<file path="config.mk">
export PLATFORM = sky130hd
export DESIGN_NAME = adc_scan_controller_flat
export DESIGN_NICKNAME = d
export VERILOG_FILES = /design/src/rtl/adc_scan_controller_if.sv /design/src/rtl/adc_scan_controller.sv /design/src/flat_wrapper.sv
export SDC_FILE = /design/constraint.sdc
export NUM_CORES = 1
export LEC_CHECK = 0
export ABC_AREA = 1
export CORE_UTILIZATION = 57
export DETAILED_ROUTE_END_ITERATION = 10
export GPL_ROUTABILITY_DRIVEN = 1
export PLACE_DENSITY = 0.79
export SLEW_MARGIN = 20
export SYNTH_ARGS = -nofsm -noshare
export SYNTH_HDL_FRONTEND = slang
export SYNTH_SLANG_ARGS = --single-unit
</file>
<file path="constraint.sdc">
create_clock -name clk_50M -period 3 [get_ports clk_50M]
set_clock_uncertainty 0.05 [all_clocks]
set_input_delay 0.6 -clock clk_50M [delete_from_list [all_inputs] [get_ports clk_50M]]
set_output_delay 0.6 -clock clk_50M [all_outputs]
set_load 0.1 [all_outputs]
</file>
<file path="src/rtl/adc_scan_controller_if.sv">
// Control, ADC pin and tagged-sample signals of the ADC scan controller.
// The controller side uses the master modport; the ADC/consumer side uses slave.
interface adc_scan_controller_if #(
    parameter int CH_W = 3
);
    logic                 enable;
    logic [(1<<CH_W)-1:0] ch_mask;
    logic                 adc_dout;
    logic                 adc_cs_n;
    logic                 adc_sck;
    logic                 adc_din;
    logic                 data_valid;
    logic [11:0]          data;
    logic [CH_W-1:0]      data_ch;
    logic                 busy;

    modport master (
        input  enable, ch_mask, adc_dout,
        output adc_cs_n, adc_sck, adc_din, data_valid, data, data_ch, busy
    );

    modport slave (
        output enable, ch_mask, adc_dout,
        input  adc_cs_n, adc_sck, adc_din, data_valid, data, data_ch, busy
    );
endinterface

</file>
<file path="src/rtl/adc_scan_controller.sv">
// Round-robin scan sequencer for an 8-channel ADC128S022-style serial ADC.
// SCLK is a registered output paced by a clock-enable divider off clk_50M.
module adc_scan_controller #(
    parameter int DIV_HALF = 8,
    parameter int CH_W     = 3
) (
    input  logic                  clk_50M,
    input  logic                  reset,
    adc_scan_controller_if.master bus
);
    localparam int NCH  = 1 << CH_W;
    localparam int HC_W = $clog2(DIV_HALF);
    localparam logic [HC_W-1:0] HC_LAST = HC_W'(DIV_HALF - 1);

    typedef enum logic [1:0] {IDLE, SETUP, SHIFT, GAP} state_t;

    state_t          state;
    logic [HC_W-1:0] hc;
    logic [3:0]      k;
    logic [NCH-1:0]  mask_q;
    logic [CH_W-1:0] cur_ch;
    logic [CH_W-1:0] conv_ch;
    logic [11:0]     sample_sr;
    logic            cs_n_r;
    logic            sck_r;
    logic            din_r;
    logic            valid_r;
    logic            busy_r;
    logic [11:0]     data_r;
    logic [CH_W-1:0] data_ch_r;
    logic            hc_end;
    logic            sample_en;

    // First set bit of mask at or after start, wrapping; start itself if mask is empty.
    function automatic logic [CH_W-1:0] next_set(input logic [NCH-1:0] mask,
                                                 input logic [CH_W-1:0] start);
        logic [CH_W-1:0] pick;
        logic [CH_W-1:0] c;
        pick = start;
        for (int i = NCH - 1; i >= 0; i--) begin
            c = start + CH_W'(i);
            if (mask[c]) pick = c;
        end
        return pick;
    endfunction

    // Address bit driven during SCLK period kk: channel MSB first in periods 2..CH_W+1.
    function automatic logic addr_bit(input logic [3:0] kk, input logic [CH_W-1:0] ch);
        logic [CH_W-1:0] s;
        s = ch >> (4'(CH_W + 1) - kk);
        return (kk >= 4'd2 && kk <= 4'(CH_W + 1)) ? s[0] : 1'b0;
    endfunction

    assign hc_end    = (hc == HC_LAST);
    assign sample_en = (state == SHIFT) && !sck_r && hc_end && (k >= 4'd4);

    always_ff @(posedge clk_50M) begin
        if (reset) begin
            state     <= IDLE;
            hc        <= '0;
            k         <= '0;
            mask_q    <= '0;
            cur_ch    <= '0;
            conv_ch   <= '0;
            cs_n_r    <= 1'b1;
            sck_r     <= 1'b1;
            din_r     <= 1'b0;
            valid_r   <= 1'b0;
            busy_r    <= 1'b0;
            data_r    <= '0;
            data_ch_r <= '0;
        end else begin
            valid_r <= 1'b0;
            case (state)
                IDLE: begin
                    hc <= '0;
                    if (bus.enable && |bus.ch_mask) begin
                        mask_q  <= bus.ch_mask;
                        cur_ch  <= next_set(bus.ch_mask, CH_W'(0));
                        conv_ch <= '0;
                        cs_n_r  <= 1'b0;
                        busy_r  <= 1'b1;
                        state   <= SETUP;
                    end
                end
                SETUP: begin
                    if (hc_end) begin
                        hc    <= '0;
                        k     <= '0;
                        sck_r <= 1'b0;
                        din_r <= addr_bit(4'd0, cur_ch);
                        state <= SHIFT;
                    end else begin
                        hc <= hc + HC_W'(1);
                    end
                end
                SHIFT: begin
                    if (!hc_end) begin
                        hc <= hc + HC_W'(1);
                    end else begin
                        hc <= '0;
                        if (!sck_r) begin
                            sck_r <= 1'b1;
                        end else if (k == 4'd15) begin
                            // ADC pipelining: this frame's result belongs to the previously addressed channel.
                            k         <= '0;
                            cs_n_r    <= 1'b1;
                            din_r     <= 1'b0;
                            valid_r   <= 1'b1;
                            data_r    <= sample_sr;
                            data_ch_r <= conv_ch;
                            conv_ch   <= cur_ch;
                            cur_ch    <= next_set(mask_q, cur_ch + CH_W'(1));
                            state     <= GAP;
                        end else begin
                            k     <= k + 4'd1;
                            sck_r <= 1'b0;
                            din_r <= addr_bit(k + 4'd1, cur_ch);
                        end
                    end
                end
                GAP: begin
                    if (!hc_end) begin
                        hc <= hc + HC_W'(1);
                    end else begin
                        hc <= '0;
                        if (bus.enable && |bus.ch_mask) begin
                            mask_q <= bus.ch_mask;
                            cur_ch <= next_set(bus.ch_mask, cur_ch);
                            cs_n_r <= 1'b0;
                            state  <= SETUP;
                        end else begin
                            busy_r <= 1'b0;
                            state  <= IDLE;
                        end
                    end
                end
                default: state <= IDLE;
            endcase
        end
    end

    always_ff @(posedge clk_50M) begin
        if (sample_en) sample_sr <= {sample_sr[10:0], bus.adc_dout};
    end

    assign bus.adc_cs_n   = cs_n_r;
    assign bus.adc_sck    = sck_r;
    assign bus.adc_din    = din_r;
    assign bus.data_valid = valid_r;
    assign bus.data       = data_r;
    assign bus.data_ch    = data_ch_r;
    assign bus.busy       = busy_r;
endmodule
</file>
<file path="src/flat_wrapper.sv">
// flat-port wrapper written by rule: the top's interface ports become plain ports
module adc_scan_controller_flat 
#(
    parameter int DIV_HALF = 8,
    parameter int CH_W     = 3
)
  (clk_50M, reset, bus_enable, bus_ch_mask, bus_adc_dout, bus_adc_cs_n, bus_adc_sck, bus_adc_din, bus_data_valid, bus_data, bus_data_ch, bus_busy);
  adc_scan_controller_if #(.CH_W(CH_W)) bus_i ();
  input  logic clk_50M;
  input  logic reset;
  input wire logic [$bits(bus_i.enable)-1:0] bus_enable;
  input wire logic [$bits(bus_i.ch_mask)-1:0] bus_ch_mask;
  input wire logic [$bits(bus_i.adc_dout)-1:0] bus_adc_dout;
  output wire logic [$bits(bus_i.adc_cs_n)-1:0] bus_adc_cs_n;
  output wire logic [$bits(bus_i.adc_sck)-1:0] bus_adc_sck;
  output wire logic [$bits(bus_i.adc_din)-1:0] bus_adc_din;
  output wire logic [$bits(bus_i.data_valid)-1:0] bus_data_valid;
  output wire logic [$bits(bus_i.data)-1:0] bus_data;
  output wire logic [$bits(bus_i.data_ch)-1:0] bus_data_ch;
  output wire logic [$bits(bus_i.busy)-1:0] bus_busy;
  assign bus_i.enable = bus_enable;
  assign bus_i.ch_mask = bus_ch_mask;
  assign bus_i.adc_dout = bus_adc_dout;
  assign bus_adc_cs_n = bus_i.adc_cs_n;
  assign bus_adc_sck = bus_i.adc_sck;
  assign bus_adc_din = bus_i.adc_din;
  assign bus_data_valid = bus_i.data_valid;
  assign bus_data = bus_i.data;
  assign bus_data_ch = bus_i.data_ch;
  assign bus_busy = bus_i.busy;
  adc_scan_controller #(.DIV_HALF(DIV_HALF), .CH_W(CH_W)) u_core (.clk_50M(clk_50M), .reset(reset), .bus(bus_i));
endmodule
</file>
======== Yosys cells after proc, flatten, opt, wreduce, memory -nomap -nowiden ========
Index checks and enable logic that the tools add are counted.
operators by class
  divide/modulo/power cells ............... 0
  equality and inequality tests ........... 15
  multiply operators ...................... 0
  reductions and logical operators ........ 23
  bitwise logic cells ..................... 3
  mux-type cells .......................... 106
  magnitude comparators ................... 18
  shift operators ......................... 1
  add/sub/neg operators ................... 17
operator list
  kind                                                                      count
  3-bit 2-to-1 mux                                                          35
  3-bit by 4-bit < comparator with 1-bit output (second input constant)     15
  1-bit binary-select mux with 3-bit select                                 16
  1-bit 2-to-1 mux                                                          33
  3-bit adder (second input constant)                                       8
  4-bit 2-to-1 mux                                                          4
  8-bit 2-to-1 mux                                                          2
  8-bit case mux with 2 select lines                                        1
  3-bit by 2-bit adder with 3-bit output (second input constant)            4
  2-bit 2-to-1 mux                                                          6
  2-bit by 1-bit inequality test with 1-bit output (second input constant)  6
  3-bit case mux with 2 select lines                                        2
  4-bit AND reduction                                                       3
  5-bit AND reduction                                                       2
  3-bit by 1-bit adder with 3-bit output (second input constant)            3
  3-bit case mux with 3 select lines                                        1
  9-bit AND reduction                                                       1
  8-bit by 1-bit inequality test with 1-bit output (second input constant)  1
  2-bit case mux with 4 select lines                                        1
  4-bit case mux with 2 select lines                                        1
  8-bit OR reduction                                                        1
  2-bit inequality test (second input constant)                             3
  1-bit case mux with 2 select lines                                        3
  6-bit AND reduction                                                       1
  21 further kinds                                                          30
word-level totals
  bits in latches ......................... 0
  input bits .............................. 12
  output and inout port bits .............. 20
  bits in writable memories ............... 0
  word-level logic and storage cells ...... 197
  ROM bits ................................ 0
  memories ................................ 0
  bits in registers ....................... 55

======== Depth between registers and ports, before layout ========
Gate-level depths: netlist (run 1).
  depth after elaboration ................. 16
  mapped depth ............................ 21
  depth with buffers taken out ............ 18

======== Worst setup path after synthesis (run 1) ========
OpenSTA, ideal clock, no wires.
  path kind ............................... reg-to-reg
  start ................................... register u_core.sck_r (netlist: u_core.bus.adc_sck)
  end ..................................... register u_core.sample_sr[0], enable pin
  slack ................................... 0.702 ns
  library setup time ...................... 0.396 ns
  clock period less this slack ............ 2.298 ns
  buffers on the path ..................... 0
  required time ........................... 2.554 ns
  data arrival time ....................... 1.852 ns
  cell stages (with the launch flop) ...... 4
  cells stage by stage .................... dfxtp_1 -> nor2_1 -> inv_1 -> nor3_1
between the ends
  word-level cells in the longest chain between the ends .. 4
ends and longest elaborated chain
  element                          RTL line                    source
  from (decl)                      adc_scan_controller.sv:25   logic sck_r;
  from (signal assigned)           adc_scan_controller.sv:66   sck_r <= 1'b1;
  from (signal assigned)           adc_scan_controller.sv:90   sck_r <= 1'b0;
  from (signal assigned)           adc_scan_controller.sv:103  sck_r <= 1'b1;
  1-bit logical NOT                adc_scan_controller.sv:55   assign sample_en = (state == SHIFT) && !sck_r && hc_end && (k >= 4'd4);
  1-bit logical AND (3 in series)  adc_scan_controller.sv:55
  via u_core.sample_en             adc_scan_controller.sv:32   logic sample_en;
  to (signal assigned)             adc_scan_controller.sv:144  if (sample_en) sample_sr <= {sample_sr[10:0], bus.adc_dout};
  to (decl)                        adc_scan_controller.sv:23   logic [11:0] sample_sr;
The timed path passes the listed nets, and every way through them passes these cells.
A chain may end at the register's enable or synchronous reset.

======== Final worst setup path (run 1) ========
  start ................................... register u_core.state[0]
  end ..................................... register u_core.conv_ch[1]
between the ends
  word-level cells in the longest chain between the ends .. 3
  elaborated cells between the ends (all ways) .. 9
  classes of those cells .................. eq/ne (5); mux (1); reduce/logical (3)
ends and longest elaborated chain
  element                                                               RTL line                    source
  from (decl)                                                           adc_scan_controller.sv:17   state_t state;
  from (signal assigned)                                                adc_scan_controller.sv:59   state <= IDLE;
  from (signal assigned)                                                adc_scan_controller.sv:83   state <= SETUP;
  from (signal assigned)                                                adc_scan_controller.sv:92   state <= SHIFT;
  2-bit equality test or 2-bit logical NOT (tied branches)              adc_scan_controller.sv:74   case (state)
  2-bit inequality test (no source line), or another cell as far along  -
  5-bit AND reduction (no source line)                                  -
  to (signal assigned)                                                  adc_scan_controller.sv:112  conv_ch <= cur_ch;
  to (decl)                                                             adc_scan_controller.sv:22   logic [CH_W-1:0] conv_ch;
Several ways; a longest one is shown, not always the timed one.

==> results of run 1 <==
[stage by stage]
step                      instances  hold WS (ps)
after floorplan                 527           349
after global placement          625           359
after detailed placement        625           368
after CTS                       633           383
after global routing            633           408
final                           633           382
[final timing paths]
| path | from | end | slack (ps) | cells past startpoint |
|---|---|---|---|---|
| worst min-delay path | u_core.hc[0] | u_core.hc[0] | 380 | 1 |
| worst max register to register | u_core.state[0] | u_core.conv_ch[1] | 410 | 12 |
| worst min register to register | u_core.hc[0] | u_core.hc[0] | 380 | 1 |
| worst max-delay path | u_core.state[0] | u_core.conv_ch[1] | 410 | 12 |
[sequential cells by signal, summed over array words and instances, names as in the netlist]
| register | count |
|---|---|
| u_core.sample_sr | 12 |
| u_core.cur_ch | 3 |
| u_core.state | 2 |
| u_core.bus.data_ch | 3 |
| u_core.bus.adc_sck | 1 |
| u_core.conv_ch | 3 |
| u_core.bus.adc_cs_n | 1 |
| u_core.hc | 3 |
| u_core.bus.data | 12 |
| u_core.bus.data_valid | 1 |
| u_core.bus.adc_din | 1 |
| u_core.k | 4 |
| u_core.mask_q | 8 |
| u_core.bus.busy | 1 |
[final cells by class]
cell class,count,share of cell area (%)
multi-input combinational,395,50.4
sequential,55,30.8
timing repair buffer,41,8.47
inverter,59,5.72
tap,75,2.37
clock buffer,6,1.83
clock inverter,2,0.411
[per-layer routing]
layer / vias to the layer above / share of wire (%)
met2: 136 / 49
met3: 17 / 5.3
met4: 0 / 2.3
met5: - / 0
li1: 1772 / -
met1: 1611 / 44
[cells by family (layout without fill, tap and decap cells)]
group / after synthesis / after routing / share of synthesized area, %
AND/OR/NAND/NOR: 290 / 290 / 36.3
buffers and inverters: 77 / 108 / 10.0
flip-flops: 55 / 55 / 34.2
XOR/XNOR: 4 / 4 / 1.51
adder cells (fa/ha/maj): 13 / 13 / 4.55
AO/OA/AOI/OAI: 88 / 88 / 13.4
[synth_stat cells (4+ instances only)]
library cell / n / area (µm²)
a21oi_1: 37 / 185
buf_6: 5 / 56.3
clkbuf_1: 5 / 18.8
dfxtp_1: 43 / 861
edfxtp_1: 12 / 360
ha_1: 13 / 163
inv_1: 52 / 195
inv_2: 5 / 18.8
nand2_1: 132 / 495
nand2_2: 14 / 87.6
nand3_1: 64 / 320
nand3_2: 4 / 40.0
nor2_1: 56 / 210
nor3_1: 5 / 25.0
o21ai_0: 40 / 200
[cell usage in the layout (no fill, tap or decap), drive strengths merged]
cell type	n
nor4	2
nand3b	2
o21ai	42
o21bai	2
o22ai	1
nor2	59
clkbuf	6
clkdlybuf4s50	11
buf	30
nand2	149
ha	13
o21a	1
edfxtp	12
nand3	68
a21oi	38
xor2	4
clkinvlp	1
a211oi	1
dfxtp	43
nand4	2
o221ai	1
inv	60
a31oi	2
nor3	6
or2	2
==> flow_summary_export.csv, run 1 <==
group,metric,value,unit
floorplan,die_x,81.2,µm
worst_setup_path,crit_buf_inv,4,
logic_synthesis,ys_seq_area_share,34.2,%
final_layout,ff_latch_area,1220,µm²
clocking,ctsHoldBuffers,0,
worst_setup_path,crit_path_cell_trace,"inv_1, ha_1, inv_1, nor2_1, o221ai_2, nor2_1, inv_2, nand2_1, nand2_1, inv_1, nand3_1, a21oi_1",
logic_synthesis,async_flop_share,0,%
clocking,cts-root-buf,"clkbuf_8",
logic_synthesis,syn-num-nets,552,
timing,maxSlewViolCount,0,
final_layout,nNetsFinal,582,
hold_path,hold_class,"flip-flop to flip-flop",
worst_setup_path,path_class,"flip-flop to flip-flop",
detailed_routing,vias_per_cell,5.59,
logic_synthesis,netlist_area,3570,µm²
logic_synthesis,synth_cell_types,40,
timing,fmax,0.387,GHz
detailed_routing,drc,0,
worst_setup_path,cpPeakStageDelay,450,ps
detailed_routing,drt-total-wl,8.43,mm
clocking,clockBufferDepth,2,
detailed_routing,drtIter0Drc,255,
place,preCtsSetupSlack,371,ps
clocking,numCtsBuffers,5,
floorplan,dieArea,6590,µm²
worst_setup_path,required,3190,ps
place,place_congestion,0.920,
logic_synthesis,syn_avg_cell_area,6.78,µm²
logic_synthesis,synth-seq-cells,55,
final_layout,final_util,66.1,%
worst_setup_path,worst_setup_path_start_kind,"flip-flop",
global_routing,busiest_layer,"met2",
floorplan,ios,32,
detailed_routing,antenna_left,0,
timing,fin_crit,2590,ps
final_layout,final_area,3960,µm²
timing,tightestPinTransition,533,ps
timing,setup_viol,0,
final_layout,fillers,537,
detailed_routing,wl_per_cell,13.3,µm
global_routing,met2_usage,46.2,%
global_routing,grt_pass1_wl,14.0,mm
worst_setup_path,worstPathMaxFanout,18,
clocking,h-tree-depth,2,
logic_synthesis,synthCells,527,
detailed_routing,vias,3536,
clocking,worstSkewPairLatency,310,ps
floorplan,start_util,59.7,%
global_routing,grt-ovfl-total,0,
global_routing,grt_use_total,27.3,%
place,portBuffers,31,
place,dpl_cell_area,3870,µm²
clocking,clkTransAtPathRegs,100,ps
worst_setup_path,cp_top_family,"simple AND/OR/NAND/NOR gates",
global_routing,antenna_found_initial,0,
outcome,status,"completed",
final_layout,multiInputGateArea,1990,µm²
final_layout,synthToLayoutAreaGrowth,10.8,%
final_layout,n_antenna_cell,0,
timing,relSlewSlack,64.4,%
timing,min_period_over_period,86.2,%
worst_setup_path,worstPathArrival,2780,ps
clocking,cts_sinks,55,
floorplan,die_h,81.2,µm
detailed_routing,dr.pass1.iters,5,
logic_synthesis,yosysWarnings,0,
global_routing,grt_pass1_vias,3188,
worst_setup_path,crit_slowest_cell,"ha_1",
logic_synthesis,synthFlopType,"dfxtp_1",
clocking,post_cts_buffers,0,
clocking,cts_tree,"done",
clocking,cts_resized,0,
place,dpl.hpwl,6.37,mm
global_routing,grt_max_degree,27,
flow_run,cap_violations,0,
global_routing,use_met1,34.9,%
logic_synthesis,synth_edf_count,12,
timing,hold_violations,0,
timing,rsz0062_at_grt,"false",
worst_setup_path,path_common_cell,"inv_1",
timing,fin_ws,414,ps
worst_setup_path,end_kind,"flip-flop",
final_layout,drive_gt1_share,13.4,%
global_routing,grtUsageMet3,3.93,%
floorplan,core_area,5990,µm²
timing,tns,0,ps
floorplan,placementRows,28,
Power of run 1 is left out: the tool's default activity adds up to more than one toggle a clock period on the data nets, which glitch-free logic cannot reach.
==> inputs of run 2 (changes only) <==
Settings changed: CORE_UTILIZATION 57 to 33, GPL_ROUTABILITY_DRIVEN 1 to 0, PLACE_DENSITY 0.79 to default.
==> flow_summary_export.csv, run 2 (synthesized netlist as in run 1, its figures left out) <==
group,metric,value,unit
final_layout,nNetsFinal,582,
worst_setup_path,cp_top_family,"simple AND/OR/NAND/NOR gates",
floorplan,ios,32,
flow_run,cap_violations,0,
place,portBuffers,31,
detailed_routing,drc,0,
worst_setup_path,worstPathMaxFanout,11,
final_layout,final_area,4050,µm²
timing,fin_ws,458,ps
worst_setup_path,crit_path_cell_trace,"inv_1, ha_1, inv_1, nor2_1, o221ai_2, nor3_2, nand2_1, a21oi_1, a21oi_1",
worst_setup_path,cpPeakStageDelay,470,ps
final_layout,ff_latch_area,1220,µm²
worst_setup_path,end_kind,"flip-flop",
clocking,h-tree-depth,2,
place,dpl_cell_area,3960,µm²
timing,tns,0,ps
worst_setup_path,worst_setup_path_start_kind,"flip-flop",
detailed_routing,antenna_left,0,
worst_setup_path,crit_buf_inv,2,
clocking,numCtsBuffers,5,
detailed_routing,drtIter0Drc,234,
clocking,cts_sinks,55,
floorplan,start_util,34.3,%
final_layout,fillers,1131,
worst_setup_path,crit_slowest_cell,"ha_1",
floorplan,core_area,10400,µm²
timing,hold_violations,0,
detailed_routing,dr.pass1.iters,6,
detailed_routing,vias_per_cell,4.92,
clocking,worstSkewPairLatency,310,ps
place,dpl.hpwl,6.68,mm
final_layout,multiInputGateArea,1990,µm²
final_layout,mostFrequentLayoutCell,"nand2_1",
outcome,status,"completed",
place,dp.cells,686,
final_layout,n_antenna_cell,0,
timing,min_period_over_period,84.7,%
place,preCtsSetupSlack,362,ps
global_routing,grt_use_total,16.7,%
timing,relSlewSlack,65.4,%
timing,fin_crit,2540,ps
final_layout,fin_cells,694,
final_layout,synthToLayoutAreaGrowth,13.3,%
global_routing,grt_pass1_vias,3383,
worst_setup_path,worstPathArrival,2700,ps
clocking,cts_resized,0,
global_routing,antenna_found_initial,0,
global_routing,grt-ovfl-total,0,
clocking,clockBufferDepth,2,
clocking,post_cts_buffers,0,
clocking,cts_tree,"done",
timing,rsz0062_at_grt,"false",
hold_path,hold_class,"flip-flop to flip-flop",
worst_setup_path,required,3160,ps
floorplan,die_h,106,µm
floorplan,dieArea,11300,µm²
global_routing,grt_pass1_wl,15.3,mm
worst_setup_path,path_class,"flip-flop to flip-flop",
final_layout,layout_common_cells,"132 x nand2_1, 64 x nand3_1, 56 x nor2_1",
detailed_routing,wl_per_cell,12.9,µm
detailed_routing,vias,3417,
floorplan,die_x,106,µm
timing,maxSlewViolCount,0,
detailed_routing,drt-total-wl,8.97,mm
final_layout,drive_gt1_share,13.6,%
clocking,ctsHoldBuffers,0,
floorplan,placementRows,37,
global_routing,grt_max_degree,27,
timing,setup_viol,0,
timing,tightestPinTransition,518,ps
clocking,cts-root-buf,"clkbuf_8",
clocking,clkTransAtPathRegs,110,ps
timing,fmax,0.393,GHz
-- run 2: changes by cell type in the layout (fill, tap and decap cells not counted), sizes merged --
cell      change
clkbuf        -1
clkinv        +1
clkinvlp      -1
inv           +1
-- run 2: per-layer routing --
layer	GRT usage [%]	vias up	wire, µm
li1	-	1770	-
met4	4.86	0	119
met5	0	-	0
met1	21.3	1565	4260
met3	2.21	11	414
met2	29.5	71	4180
-- run 2: through the flow --
step | utilization (%) | hold slack, ps
global placement | 38.0 | 359
detailed placement | 38.0 | 374
floorplan | - | 349
global route | 38.9 | 412
finish | 38.9 | 389
CTS | 38.9 | 390
-- run 2: final timing paths --
kind	from	end	slack, ps	depth (start not counted)
worst max register to register	u_core.state[0]	u_core.cur_ch[2]	460	9
worst max-delay path	u_core.state[0]	u_core.cur_ch[2]	460	9
worst min register to register	u_core.hc[0]	u_core.hc[0]	390	1
worst min-delay path	u_core.hc[0]	u_core.hc[0]	390	1
-- run 2: cell type report --
class / count / area share [%]
inverter: 59 / 5.59
timing repair buffer: 41 / 8.59
clock inverter: 3 / 0.556
sequential: 55 / 30.1
multi-input combinational: 395 / 49.2
clock buffer: 5 / 1.70
tap: 136 / 4.20
Power of run 2 is left out for the same reason.
==> inputs of run 3 (changes only) <==
Clock period 3 ns to 2.45 ns, I/O delays scaled along.
==> flow_summary_export.csv, run 3 (synthesized netlist as in run 1, its figures left out) <==
group,metric,value,unit
floorplan,die_x,106,µm
global_routing,antenna_found_initial,0,
worst_setup_path,cp_top_family,"simple AND/OR/NAND/NOR gates",
clocking,worstSkewPairLatency,330,ps
clocking,clkTransAtPathRegs,100,ps
place,portBuffers,31,
timing,min_period_over_period,90.4,%
worst_setup_path,crit_slowest_cell,"clkdlybuf4s50_1",
detailed_routing,vias_per_cell,4.98,
worst_setup_path,reg2reg_slack,260,ps
worst_setup_path,cpPeakStageDelay,410,ps
final_layout,nNetsFinal,592,
worst_setup_path,r2r_start,"u_core.state[0]",
global_routing,grt_pass1_wl,15.2,mm
detailed_routing,vias,3508,
clocking,cts_tree,"done",
detailed_routing,wl_per_cell,12.9,µm
timing,fin_crit,2220,ps
timing,tightestPinTransition,520,ps
hold_path,min_delay_worst_endpoint,"u_core.hc[0]",
detailed_routing,drtIter0Drc,287,
floorplan,dieArea,11300,µm²
clocking,h-tree-depth,2,
detailed_routing,dr.pass1.iters,4,
worst_setup_path,crit_buf_inv,3,
worst_setup_path,path_class,"input port to flip-flop",
final_layout,layout_common_cells,"132 x nand2_1, 64 x nand3_1, 56 x nor2_1",
global_routing,grt_max_degree,33,
final_layout,multiInputGateArea,2010,µm²
worst_setup_path,worst_setup_path_start_kind,"input port",
clocking,clockBufferDepth,2,
clocking,numCtsBuffers,5,
worst_setup_path,r2r_end,"u_core.conv_ch[2]",
final_layout,final_area,4160,µm²
floorplan,ios,32,
clocking,ctsHoldBuffers,0,
clocking,cts-root-buf,"clkbuf_8",
floorplan,core_area,10400,µm²
worst_setup_path,end_kind,"flip-flop",
final_layout,fin_cells,704,
final_layout,drive_gt1_share,15.7,%
worst_setup_path,worstPathArrival,2420,ps
worst_setup_path,r2r_cells,12,
timing,hold_slack,378,ps
floorplan,die_h,106,µm
clocking,cts_sinks,55,
place,dp.cells,695,
global_routing,grt_use_total,16.8,%
timing,relSlewSlack,64.9,%
worst_setup_path,worstSetupStartpoint,"bus_ch_mask[7]",
timing,fmax,0.451,GHz
final_layout,mostFrequentLayoutCell,"nand2_1",
flow_run,cap_violations,0,
outcome,status,"completed",
worst_setup_path,crit_path_cell_trace,"clkdlybuf4s50_1, or2_1, nor3_1, nand4_1, nand2_1, inv_1, nand3_1, buf_12, o21ai_0, a21oi_1",
detailed_routing,drc,0,
place,dpl.hpwl,6.86,mm
timing,rsz0062_at_grt,"false",
global_routing,grt-ovfl-total,0,
timing,hold_violations,0,
final_layout,fillers,1131,
timing,setup_viol,0,
hold_path,min_delay_path_depth,1,
worst_setup_path,worstPathMaxFanout,16,
final_layout,n_antenna_cell,0,
global_routing,grt_pass1_vias,3309,
final_layout,ff_latch_area,1220,µm²
final_layout,synthToLayoutAreaGrowth,16.2,%
detailed_routing,antenna_left,0,
detailed_routing,drt-total-wl,9.08,mm
place,dpl_cell_area,4030,µm²
floorplan,start_util,34.3,%
floorplan,placementRows,37,
timing,maxSlewViolCount,0,
hold_path,hold_class,"flip-flop to flip-flop",
hold_path,worstHoldStart,"u_core.hc[0]",
final_layout,final_util,39.9,%
worst_setup_path,required,2650,ps
run 3: worst max-delay path by stage:
stage	slack, ps	cells past startpoint	endpoint
after floorplan	150	3	u_core.sample_sr[0]
after global placement	-60	10	u_core.mask_q[4]
after detailed placement	-90	10	u_core.mask_q[4]
after CTS	140	17	u_core.cur_ch[2]
after global routing	10	12	u_core.conv_ch[1]
final	230	10	u_core.mask_q[4]
run 3: timing repair:
item	in CTS	in global routing
endpoints found under the setup margin	0	6
gates resized for setup	0	6
setup buffers	0	1
run 3: cell type report:
cell class	count	share of cell area, %
Clock buffer	5	1.66
Timing Repair Buffer	51	10.3
Inverter	59	5.45
Clock inverter	3	0.662
Tap cell	136	4.10
Multi-Input combinational cell	395	48.4
Sequential cell	55	29.4
run 3: through the flow:
| step | TNS, ps | setup WS [ps] |
|---|---|---|
| detailed placement | -504 | -93.3 |
| finish | 0 | 234 |
| global placement | -203 | -55.2 |
| global route | 0 | 10.8 |
| floorplan | 0 | 152 |
| CTS | 0 | 143 |
run 3: worst reg2reg max path, cell delays in order (launching register included):
cell and delay [ps]:
dfxtp_1 360, inv_1 120, ha_1 350, inv_2 130
nor2_1 200, o221ai_2 190, nor2_1 200, inv_2 50
nand2_1 50, nand2_1 100, inv_1 110, nand3_1 70
a21oi_1 130
run 3: per-layer routing:
metal / GRT usage (%) / wire length, µm / vias up
met1: 21.3 / 4210 / 1624
met4: 6.45 / 163 / 0
met3: 2.21 / 436 / 14
met2: 28.7 / 4270 / 75
li1: - / - / 1795
met5: 0 / 0 / -
Power of run 3 is left out for the same reason.
